`config.mk`:
```
export PLATFORM = sky130hd
export DESIGN_NAME = jtframe_dump_window
export DESIGN_NICKNAME = d
export VERILOG_FILES = /design/src/rtl/jtframe_dump_window.sv
export SDC_FILE = /design/constraint.sdc
export NUM_CORES = 1
export LEC_CHECK = 0
export CAP_MARGIN = 20
export CORE_MARGIN = 2
export CORE_UTILIZATION = 55
export DETAILED_ROUTE_END_ITERATION = 10
export PLACE_DENSITY = 0.81
export SLEW_MARGIN = 20
export SYNTH_ARGS = -nofsm -noshare
export SYNTH_HDL_FRONTEND = slang
export SYNTH_SLANG_ARGS = --single-unit
```
`constraint.sdc`:
```
create_clock -name clk -period 7.05 [get_ports clk]
set_input_delay 0.705 -clock clk [delete_from_list [all_inputs] [get_ports clk]]
set_output_delay 0.705 -clock clk [all_outputs]
set_load 0.05 [all_outputs]
```
`src/rtl/jtframe_dump_window.sv`:
```
// jtframe_dump_window: frame-window scheduler for capture; JTFRAME_DUMP_REARM_EN makes the window repeat
module jtframe_dump_window #(
   parameter int CW     = 32,
   parameter bit VS_POL = 0
) (
   input  logic          clk,
   input  logic          rst_n,
   input  logic          vs,
   input  logic          downloading,
   input  logic [CW-1:0] start_frame,
   input  logic [CW-1:0] win_len,
   output logic [CW-1:0] frame_cnt,
   output logic          dump_en,
   output logic          dump_start,
   output logic          dump_stop,
   output logic          busy
);
   typedef enum logic [1:0] {WAIT_DL, WAIT_START, ACTIVE, DONE} state_t;
   state_t        state;
   logic          vs_d, fr, vs_edge;
   logic [CW-1:0] st, ln, wcnt, fc_nx, wc_nx;
   assign vs_edge = VS_POL ? (vs & ~vs_d) : (~vs & vs_d);
   assign fc_nx   = frame_cnt + CW'(1);
   assign wc_nx   = wcnt + CW'(1);
   assign busy    = state == WAIT_START || state == ACTIVE;
   always_ff @(posedge clk or negedge rst_n) begin
      if (!rst_n) begin
         state      <= WAIT_DL;
         vs_d       <= 1'b0;
         fr         <= 1'b0;
         frame_cnt  <= '0;
         st         <= '0;
         ln         <= '0;
         wcnt       <= '0;
         dump_en    <= 1'b0;
         dump_start <= 1'b0;
         dump_stop  <= 1'b0;
      end else begin
         vs_d       <= vs;
         fr         <= vs_edge;
         dump_start <= 1'b0;
         dump_stop  <= 1'b0;
         if (downloading) begin
            // frame_cnt holds until the next download exit clears it
            dump_stop <= state == ACTIVE;
            dump_en   <= 1'b0;
            state     <= WAIT_DL;
         end else begin
            case (state)
               WAIT_DL: if (fr) begin
                  frame_cnt <= '0;
                  st        <= start_frame;
                  ln        <= win_len;
                  wcnt      <= '0;
                  if (start_frame == '0) begin
                     state      <= ACTIVE;
                     dump_start <= 1'b1;
                     dump_en    <= 1'b1;
                  end else state <= WAIT_START;
               end
               WAIT_START: if (fr) begin
                  frame_cnt <= fc_nx;
                  if (fc_nx == st) begin
                     state      <= ACTIVE;
                     dump_start <= 1'b1;
                     dump_en    <= 1'b1;
                     wcnt       <= '0;
                  end
               end
               ACTIVE: if (fr) begin
                  frame_cnt <= fc_nx;
                  wcnt      <= wc_nx;
                  if (ln != '0 && wc_nx == ln) begin
                     state     <= DONE;
                     dump_en   <= 1'b0;
                     dump_stop <= 1'b1;
                  end
               end
               default: begin
                  if (fr) frame_cnt <= fc_nx;
`ifdef JTFRAME_DUMP_REARM_EN
                  // a zero gap still needs one more frame before reopening
                  state <= WAIT_START;
                  st    <= (fr ? fc_nx : frame_cnt) + (start_frame == '0 ? CW'(1) : start_frame);
                  ln    <= win_len;
`endif
               end
            endcase
         end
      end
   end
endmodule

```
# Word-level counts from Yosys, hierarchy flattened
# Index checks and enable logic that the tools add are counted.
[word_totals] regBits=135 in_bits=68 out_inout_bits=36 word_cells=74
[op_classes] n_addsub=2 eq_ne=14 muxes=33 bitwise_logic=3 n_reduce_logical=12
[ops] op="$mux 32" count=6
[ops] op="$pmux 32 s3" count=1
[ops] op="$add 32x1->32 const B" count=2
[ops] op="$eq 32x32->1" count=2
[ops] op="$logic_not 32->1" count=1
[ops] op="$reduce_bool 32->1" count=1
[ops] op="$mux 1" count=16
[ops] op="$mux 2" count=7
[ops] op="$ne 3x3->1 const B" count=4
[ops] op="$reduce_and 6->1" count=2
[ops] op="$reduce_and 7->1" count=1
[ops] op="$ne 2x2->1 const B" count=3
[ops] op="$ne 3x2->1 const B" count=2
[ops] op="$pmux 2 s3" count=1
[ops] op="$reduce_bool 4->1" count=1
[ops] op="$pmux 1 s3" count=1
[ops] op="$reduce_and 3->1" count=1
[ops] op="$reduce_bool 3->1" count=1
[ops] op="$eq 2x1->1 const B" count=1
[ops] op="$eq 2x2->1 const B" count=1
[ops] op="$logic_not 2->1" count=1
[ops] op="$ne 2x1->1 const B" count=1
[ops] op="$not 1->1" count=2
[ops] op="$pmux 1 s2" count=1
[ops] op="4 further kinds" count=4

# Depth between registers and ports, before layout
# Gate-level depths: netlist of the first run.
[logic_depth] ltp_word=7 depth_mapped=13

# Least setup slack after synthesis of the first run
# OpenSTA, ideal clock, no wires.
[synth_path] path_type="reg2reg" start="reg frame_cnt[0]" end="reg wcnt[18]" setup_time_ps=66 t_arrival_ps=3866 required_time_ps=6984 setup_slack_ps=3118 stages_incl_launch_ff=14 period_less_slack_ps=3932 path_cell_list="dfrtp_1 ha_1 clkbuf_1 and4_1 buf_2 nand4_1 or4_1 a22oi_1 nand4_1 or3_4 o41a_4 buf_6 o41ai_2 a22o_1"
[synth_between] elab_chain_cells=4
[synth_rtl] item="start, declared" line_no="12" text="output logic [CW-1:0] frame_cnt,"
[synth_rtl] item="start signal, assigned" line_no="62" text="frame_cnt <= fc_nx;"
[synth_rtl] item="start signal, assigned" line_no="71" text="frame_cnt <= fc_nx;"
[synth_rtl] item="start signal, assigned" line_no="80" text="if (fr) frame_cnt <= fc_nx;"
[synth_rtl] item="$add 32x1->32" line_no="23" text="assign fc_nx = frame_cnt + CW'(1);"
[synth_rtl] item="$eq 32x32->1" line_no="63" text="if (fc_nx == st) begin"
[synth_rtl] item="$ne 2x1->1 (no line)"
[synth_rtl] item="$reduce_and 6->1 (no line)"
[synth_rtl] item="end signal, assigned" line_no="72" text="wcnt <= wc_nx;"
[synth_rtl] item="end, declared" line_no="21" text="logic [CW-1:0] st, ln, wcnt, fc_nx, wc_nx;"
# Every way passes these cells.
# A chain may end at the register's enable or synchronous reset.

# Final worst setup path of the first run
[layout_path] start="reg frame_cnt[0]" end="reg wcnt[3]"
# Same word-level chain as after synthesis.

==> results by group, run 1 <==
Critical path
  • Maximum net fanout on the critical path: 33
  • Critical path type: reg2reg
  • Worst endpoint required time: about 7.4 ns
  • Critical path's slowest cell: o41a_4
  • Worst path arrival time: around 4.4 ns
  • Kind of start point of the critical path: flip-flop
  • Crit-path cells: ha_1 > and4_1 > nand4_1 > nor2_1 > xnor2_1 > or4_1 > or3_4 > o41a_4 > o41ai_1 > a22o_1
  • Type of element capturing the critical path: flip-flop
  • Largest stage delay on the critical path: about 0.62 ns

Die
  • Die Ht: between 100 and 150 um
  • Starting utilization of the core area: between 50% and 60%
  • Die Footprint: 16800 um2
  • Row Count: between 40 and 50
  • Core area: about 15000 um2
  • Horizontal die dimension: around 130 um
  • Number of top-level pins: 104

Layout
  • Final antenna diode count: 0
  • Combined area of the multi-input logic cells: about 5000 um2
  • Share of the core filled with cells in the final layout: ~67%
  • Fraction of final layout cells sized beyond drive strength 1: roughly an eighth
  • Final-layout fill cell count: 1259
  • Number of standard cells in the final layout excluding fillers: about 1200
  • Synth-to-Final Area Change: 18.6%
  • Nets: 1069
  • Register area: around 3400 um2

Synth
  • Leading area contributor after synthesis: dfrtp_1
  • Area share of the largest cell type after synthesis: between 30% and 40%
  • Gate Count Post-Synth: roughly 940
  • Dominant cells by area after synthesis: dfrtp_1 39%, mux2_2 8.4%, xnor2_1 5.5%, o21ai_0 4.2%, nand2_1 3.6%
  • Average instance area after synthesis: slightly above 9 um2
  • Net Count, Synth: 1013
  • Number of synthesized flops with an enable pin: 0
  • Flip-flop cell with the highest count after synthesis: dfrtp_1
  • Total number of yosys warnings: 0
  • Seq/Total Area, Yosys: 38.9%
  • Post-Synthesis Cell Area: slightly below 9000 um2
  • Number of storage elements in the synthesis netlist: ~140
  • FFs w/ async S/R, synth: between 90% and 100%
  • Number of distinct library cells after synthesis: approximately 70

Power and ir drop
  • Net Sw Power: 913 uW
  • Clock network fraction of total power: a little under a third
  • Internal cell power: ~1800 uW
  • Power density cells: ~260 nW/um2
  • Maximum vdd drop: approximately 240 uV
  • Power Total: roughly 2700 uW
  • Net switching fraction of the power: ~34%
  • Combinational share of power: 26.7%
  • Share of total power in sequential cells: 41.7%
  • Lkg Pwr: roughly 0.0038 uW

STA
  • Hold Worst Slack: between 0.2 and 0.25 ns
  • Number of endpoints failing setup at the final stage: 0
  • Final Skew: about 0.0073 ns
  • Final number of max-transition violations: 0
  • Fin crit period: between 3 and 4 ns
  • Worst slew pin tran: between 1 and 1.5 ns
  • Setup repair after global routing missed its margin: false
  • Number of hold-slack violations in the final timing report: 0
  • Ratio of final minimum period to clock period: approximately 57%
  • Slew margin rel.: 25.7%
  • Max Freq: ~0.25 GHz
  • Fin Setup TNS: 0 ns

Placement
  • Cell total after placement: between 1000 and 1500
  • Routability cong.: 1.00
  • HPWL after detailed placement: ~17 mm
  • Number of buffers added on ports: 103

Global routing
  • Vias in the first global route: around 7300
  • Global route total overflow: 0
  • Global-route wire length before repair: 38.0 mm
  • GRT Total Usage: between 20 and 30%
  • Antenna violations before repair: 0
  • Maximum number of pins on one net before global-route repair: 71

Outcome
  • Run status: complete, no violations

Detailed routing
  • Detail Route Antenna Nets: 0
  • First-pass iteration count of the detailed router: 5
  • WL/cell: slightly below 20 um
  • Ratio of routed vias to standard cells: roughly 6.4
  • WL final: approximately 24 mm
  • Via total after detailed routing: a little under 8000
  • Final routed DRC violation total: 0
  • Number of DRC markers after the initial detailed-route iteration: 816

Clock network
  • Clock latency on the worst-skew pair: 0.43 ns
  • Max H-tree Level: 4
  • Number of buffers created by CTS: 17
  • Buffers inserted by post-CTS timing repair: 0
  • Buffer depth of the longest clock path: 2
  • Count of cells resized by post-cts repair: 0
  • Worst-path clk slew: roughly 0.060 ns
  • Clock tree root driver cell: clkbuf_16
  • CTS sink cnt: about 140
  • Hold buffer count at CTS: 0
  • Clock tree from TritonCTS: built

Worst hold path
  • Min-Delay Path Class: in2async

Run
  • Number of maximum-capacitance constraint violations: 0
==> per-stage QoR <==
stage	worst slack [ns]	cell area, um2
2_1_floorplan	3.12	8690
3_3_place_gp	3.21	9750
4_1_cts	3.08	10300
6_report	3.05	10300
3_5_place_dp	3.10	9750
5_1_grt	2.74	10300
==> state kept, by name (all words and copies together) (netlist names) <==
register / flops
state: 2
wcnt: 32
frame_cnt: 32
dump_start: 1
fr: 1
st: 32
ln: 32
dump_en: 1
vs_d: 1
dump_stop: 1
==> critical path, delay by kind of cell, from the launching register on <==
kind,cells,cell delay [ns]
flops,1,0.50
compound gates,3,1.16
simple gates,5,1.84
xor+xnor,1,0.08
fa+ha+maj,1,0.35
==> cells by family after synthesis <==
family / share of synthesized area (%)
mux: 8.53
compound gates: 16.2
fa+ha+maj: 0.864
xor+xnor: 8.66
simple gates: 22.8
flops: 38.9
buf+inv: 4.07
==> layer usage <==
metal  track usage [%]  part of all wire (%)  vias up
met1              39.0                    43     3803
li1                  -                     -     3638
met5                 0                     0        -
met2              46.5                    48      334
met4              9.99                   2.6        0
met3              5.58                   6.4       51
==> power groups by stage <==
stage / clock (uW) / combinational (uW) / sequential (uW)
after floorplan: 0 / 555 / 1060
after global placement: 0 / 705 / 1130
after detailed placement: 0 / 716 / 1140
after CTS: 867 / 720 / 1120
after global routing: 904 / 795 / 1150
final: 854 / 722 / 1130
==> cells in the mapped netlist (18+ instances only) <==
library cell,number
nand2_1,83
xnor2_1,55
nand3_1,35
nor3_1,25
nor4_1,34
mux2_2,65
nor2_1,47
xor2_1,31
o31ai_1,19
nand4_1,34
clkbuf_1,51
o21ai_0,73
o221ai_1,18
dfrtp_1,135
==> final timing paths <==
check,startpoint,cells past startpoint,slack (ns),end
min in group clk,vs_d,1,0.47,fr
setup / recovery,frame_cnt[0],10,3.05,wcnt[3]
hold / removal,rst_n,1,0.25,frame_cnt[13]
hold reg to reg,vs_d,1,0.47,fr
setup reg to reg,frame_cnt[0],10,3.05,wcnt[3]
max in group asynchronous,rst_n,2,5.54,wcnt[23]
==> area by class of cell <==
class,count,share of cell area (%)
inverters,14,0.510
clock inverters,13,1.18
repair buffers,109,10.4
well taps,211,2.56
clock buffers,19,4.29
multi-input cells,718,48.3
flip-flops and latches,135,32.8
==> placed cells by master (no fill, tap or decap), types with 4 or more instances in the layout <==
master           Yosys  routed
o311ai_0             4       4
nor4_1              34      34
a22o_1               8       8
clkdlybuf4s50_1      0     102
clkinvlp_4           0       4
nor3b_1              4       4
a21oi_1             16      16
ha_1                 6       6
nand3_1             35      34
o211ai_1             6       6
nor2_1              47      47
xor2_1              31      31
or4_1               16      16
and3_1               6       6
o31ai_1             19      19
nand4_1             34      34
mux2_2              65      65
and4_1              11      11
clkbuf_16            0      17
o221ai_1            18      18
nand3b_1            16      16
o41ai_1              7       7
nand2b_1            12      12
xnor2_1             55      55
buf_4                2       6
or3_1                8       8
o41ai_2              4       4
nor2b_1              8       8
dfrtp_1            135     135
nand2_1             83      83
inv_1               14      14
o21ai_0             73      73
nor3_1              25      25
a31oi_1             15      15
a211oi_1             4       4
No activity file was read; power rests on OpenSTA's default activity.
==> run 2: changes to the inputs <==
==> constraint.sdc (replaced) <==
create_clock -name clk -period 3.9 [get_ports clk]
set_input_delay 0.39 -clock clk [delete_from_list [all_inputs] [get_ports clk]]
set_output_delay 0.39 -clock clk [all_outputs]
set_load 0.05 [all_outputs]
==> results by group, run 2 (synthesized netlist as in run 1, its figures left out) <==
Outcome
  • Run status: complete, no violations

Clock network
  • Number of buffers created by CTS: 17 (unchanged)
  • Clock latency on the worst-skew pair: 0.43 ns (about the same)
  • Buffer depth of the longest clock path: 2 (unchanged)
  • Worst-path clk slew: 0.06 ns (about the same)
  • Hold buffer count at CTS: 0 (unchanged)
  • Clock tree from TritonCTS: built
  • Clock tree root driver cell: clkbuf_16
  • Max H-tree Level: 4 (unchanged)
  • CTS sink cnt: 135 (unchanged)

Die
  • Horizontal die dimension: 130 um (unchanged)
  • Die Footprint: 16800 um2 (unchanged)
  • Core area: 15300 um2 (unchanged)
  • Number of top-level pins: 104 (unchanged)
  • Row Count: 45 (unchanged)
  • Starting utilization of the core area: 56.8% (unchanged)
  • Die Ht: 130 um (unchanged)

Layout
  • Final antenna diode count: 0 (unchanged)
  • Final-layout fill cell count: 1184 (-6.0%)
  • Nets: 1119 (+4.7%)
  • Synth-to-Final Area Change: 24.2%
  • Fraction of final layout cells sized beyond drive strength 1: 16.6% (+4.6 points)
  • Commonest cells after routing, fill and taps aside: 133 x dfrtp_1, 102 x clkdlybuf4s50_1, 83 x nand2_1, 73 x o21ai_0, 65 x mux2_2
  • Post-route cell area: 10800 um2 (+4.6%)
  • Most common cell after layout, fill and taps aside: dfrtp_1

Detailed routing
  • Number of DRC markers after the initial detailed-route iteration: 1018 (+25%)
  • Final routed DRC violation total: 0 (unchanged)
  • Ratio of routed vias to standard cells: 6.48 (+0.96%)
  • Via total after detailed routing: 8219 (+5.0%)
  • First-pass iteration count of the detailed router: 6 (+1)
  • WL/cell: 20.0 um (+3.7%)
  • Detail Route Antenna Nets: 0 (unchanged)
  • WL final: 25.4 mm (+7.8%)

Critical path
  • Worst endpoint required time: 4.26 ns (-3.15 ns)
  • Maximum net fanout on the critical path: 17 (-48%)
  • Type of element capturing the critical path: flip-flop
  • Worst R2R End: wcnt[12]
  • Setup crit end: wcnt[12]
  • R2R Setup Slk: 0.22 ns (-2.84 ns)
  • Worst setup startpoint: frame_cnt[9]
  • Worst r2r path cells: 9 (-1)
  • Kind of start point of the critical path: flip-flop
  • Beginning of the worst register-to-register path: frame_cnt[9]
  • Worst path arrival time: 4.05 ns (-0.31 ns)
  • Critical path type: reg2reg

STA
  • Final Skew: 0.00810 ns (+0.000813 ns)
  • Fin Setup TNS: 0 ns (unchanged)
  • Setup repair after global routing missed its margin: false
  • Number of hold-slack violations in the final timing report: 0 (unchanged)
  • Fin crit period: 3.68 ns (-0.315 ns)
  • Final number of max-transition violations: 0 (unchanged)
  • Ratio of final minimum period to clock period: 94.5% (+38 points)
  • Worst slew pin tran: 0.838 ns (-0.273 ns)
  • Hold Worst Slack: 0.0601 ns (-0.187 ns)
  • Slew margin rel.: 42.7% (+17 points)
  • Max Freq: 0.271 GHz (+8.5%)
  • Number of endpoints failing setup at the final stage: 0 (unchanged)

Global routing
  • Met2 track demand over resource: 49.8% (+3.3 points)
  • Maximum number of pins on one net before global-route repair: 96 (+35%)
  • Global route total overflow: 0 (unchanged)
  • GRT Total Usage: 30.6% (+1.8 points)
  • Most congested layer reported by global routing: met2
  • Met1 demand-to-capacity share in global routing: 40.5% (+1.5 points)
  • Vias in the first global route: 7783 (+7.2%)
  • Global-route wire length before repair: 40.3 mm (+6.1%)
  • Met3 usage in global routing: 5.78% (+0.21 points)
  • Antenna violations before repair: 0 (unchanged)

Power and ir drop
  • Lkg Pwr: 0.00411 uW (+7.7%)
  • Power Total: 5130 uW (+90%)
  • Power density cells: 475 nW/um2 (+81%)
  • Maximum vdd drop: 410 uV (+70%)

Placement
  • Routability cong.: 1.00 (about the same)
  • Number of buffers added on ports: 103 (unchanged)
  • Instance area at placement: 10100 um2 (+3.8%)
  • HPWL after detailed placement: 17.9 mm (+8.0%)

Run
  • Number of maximum-capacitance constraint violations: 0 (unchanged)

Worst hold path
  • Min-Delay Path Class: in2async
==> run 2: stage by stage <==
stage,util (%),setup WS [ns],cells
6_report,70.5,0.215,1268
2_1_floorplan,-,0.00629,939
3_5_place_dp,66.1,0.0831,1235
3_3_place_gp,66.1,0.205,1235
5_1_grt,70.5,0.0402,1268
4_1_cts,70.2,0.0817,1266
==> run 2: layer usage <==
| metal | routed length, um | up-vias | share of wire, % |
|---|---|---|---|
| met1 | 10500 | 3958 | 41 |
| met3 | 1890 | 75 | 7.4 |
| met4 | 850 | 0 | 3.4 |
| li1 | - | 3743 | - |
| met2 | 12100 | 443 | 48 |
| met5 | 0 | - | 0 |
==> run 2: critical path, cell delays in order (launching register included) <==
cell,delay [ns]
dfrtp_1,0.51
and4_1,0.42
nand4_2,0.25
nor3_2,0.25
xnor2_1,0.13
or4_1,0.54
or3_4,0.45
o41a_4,0.50
o41ai_1,0.37
a22o_1,0.18
==> run 2: repair_timing <==
item | 4_1_cts | 5_1_grt
resized for setup | 0 | 7
buffers inserted | 0 | 1
endpoints found under the setup margin | 0 | 31
==> run 2: power by group <==
group	internal, uW	leakage, uW	switching, uW
clock network	1100	0.000306	622
registers	1680	0.00174	360
logic	687	0.00206	678
total	3470	0.00411	1660
==> run 2: final cells by class <==
class | count | area (um2) | share of cell area, %
flip-flops and latches | 135 | 3380 | 31.3
multi-input cells | 719 | 5010 | 46.4
inverters | 14 | 52.6 | 0.487
well taps | 211 | 264 | 2.45
clock inverters | 11 | 173 | 1.60
clock buffers | 20 | 457 | 4.23
repair buffers | 158 | 1460 | 13.5
==> run 2: worst min-delay path by stage <==
stage | startpoint | endpoint | slack (ns)
after CTS | rst_n | st[12] | 0.1
after global routing | rst_n | frame_cnt[12] | 0.14
after global placement | vs_d | fr | 0.46
after floorplan | rst_n | dump_en | 0.09
after detailed placement | vs_d | fr | 0.47
final | rst_n | frame_cnt[14] | 0.06
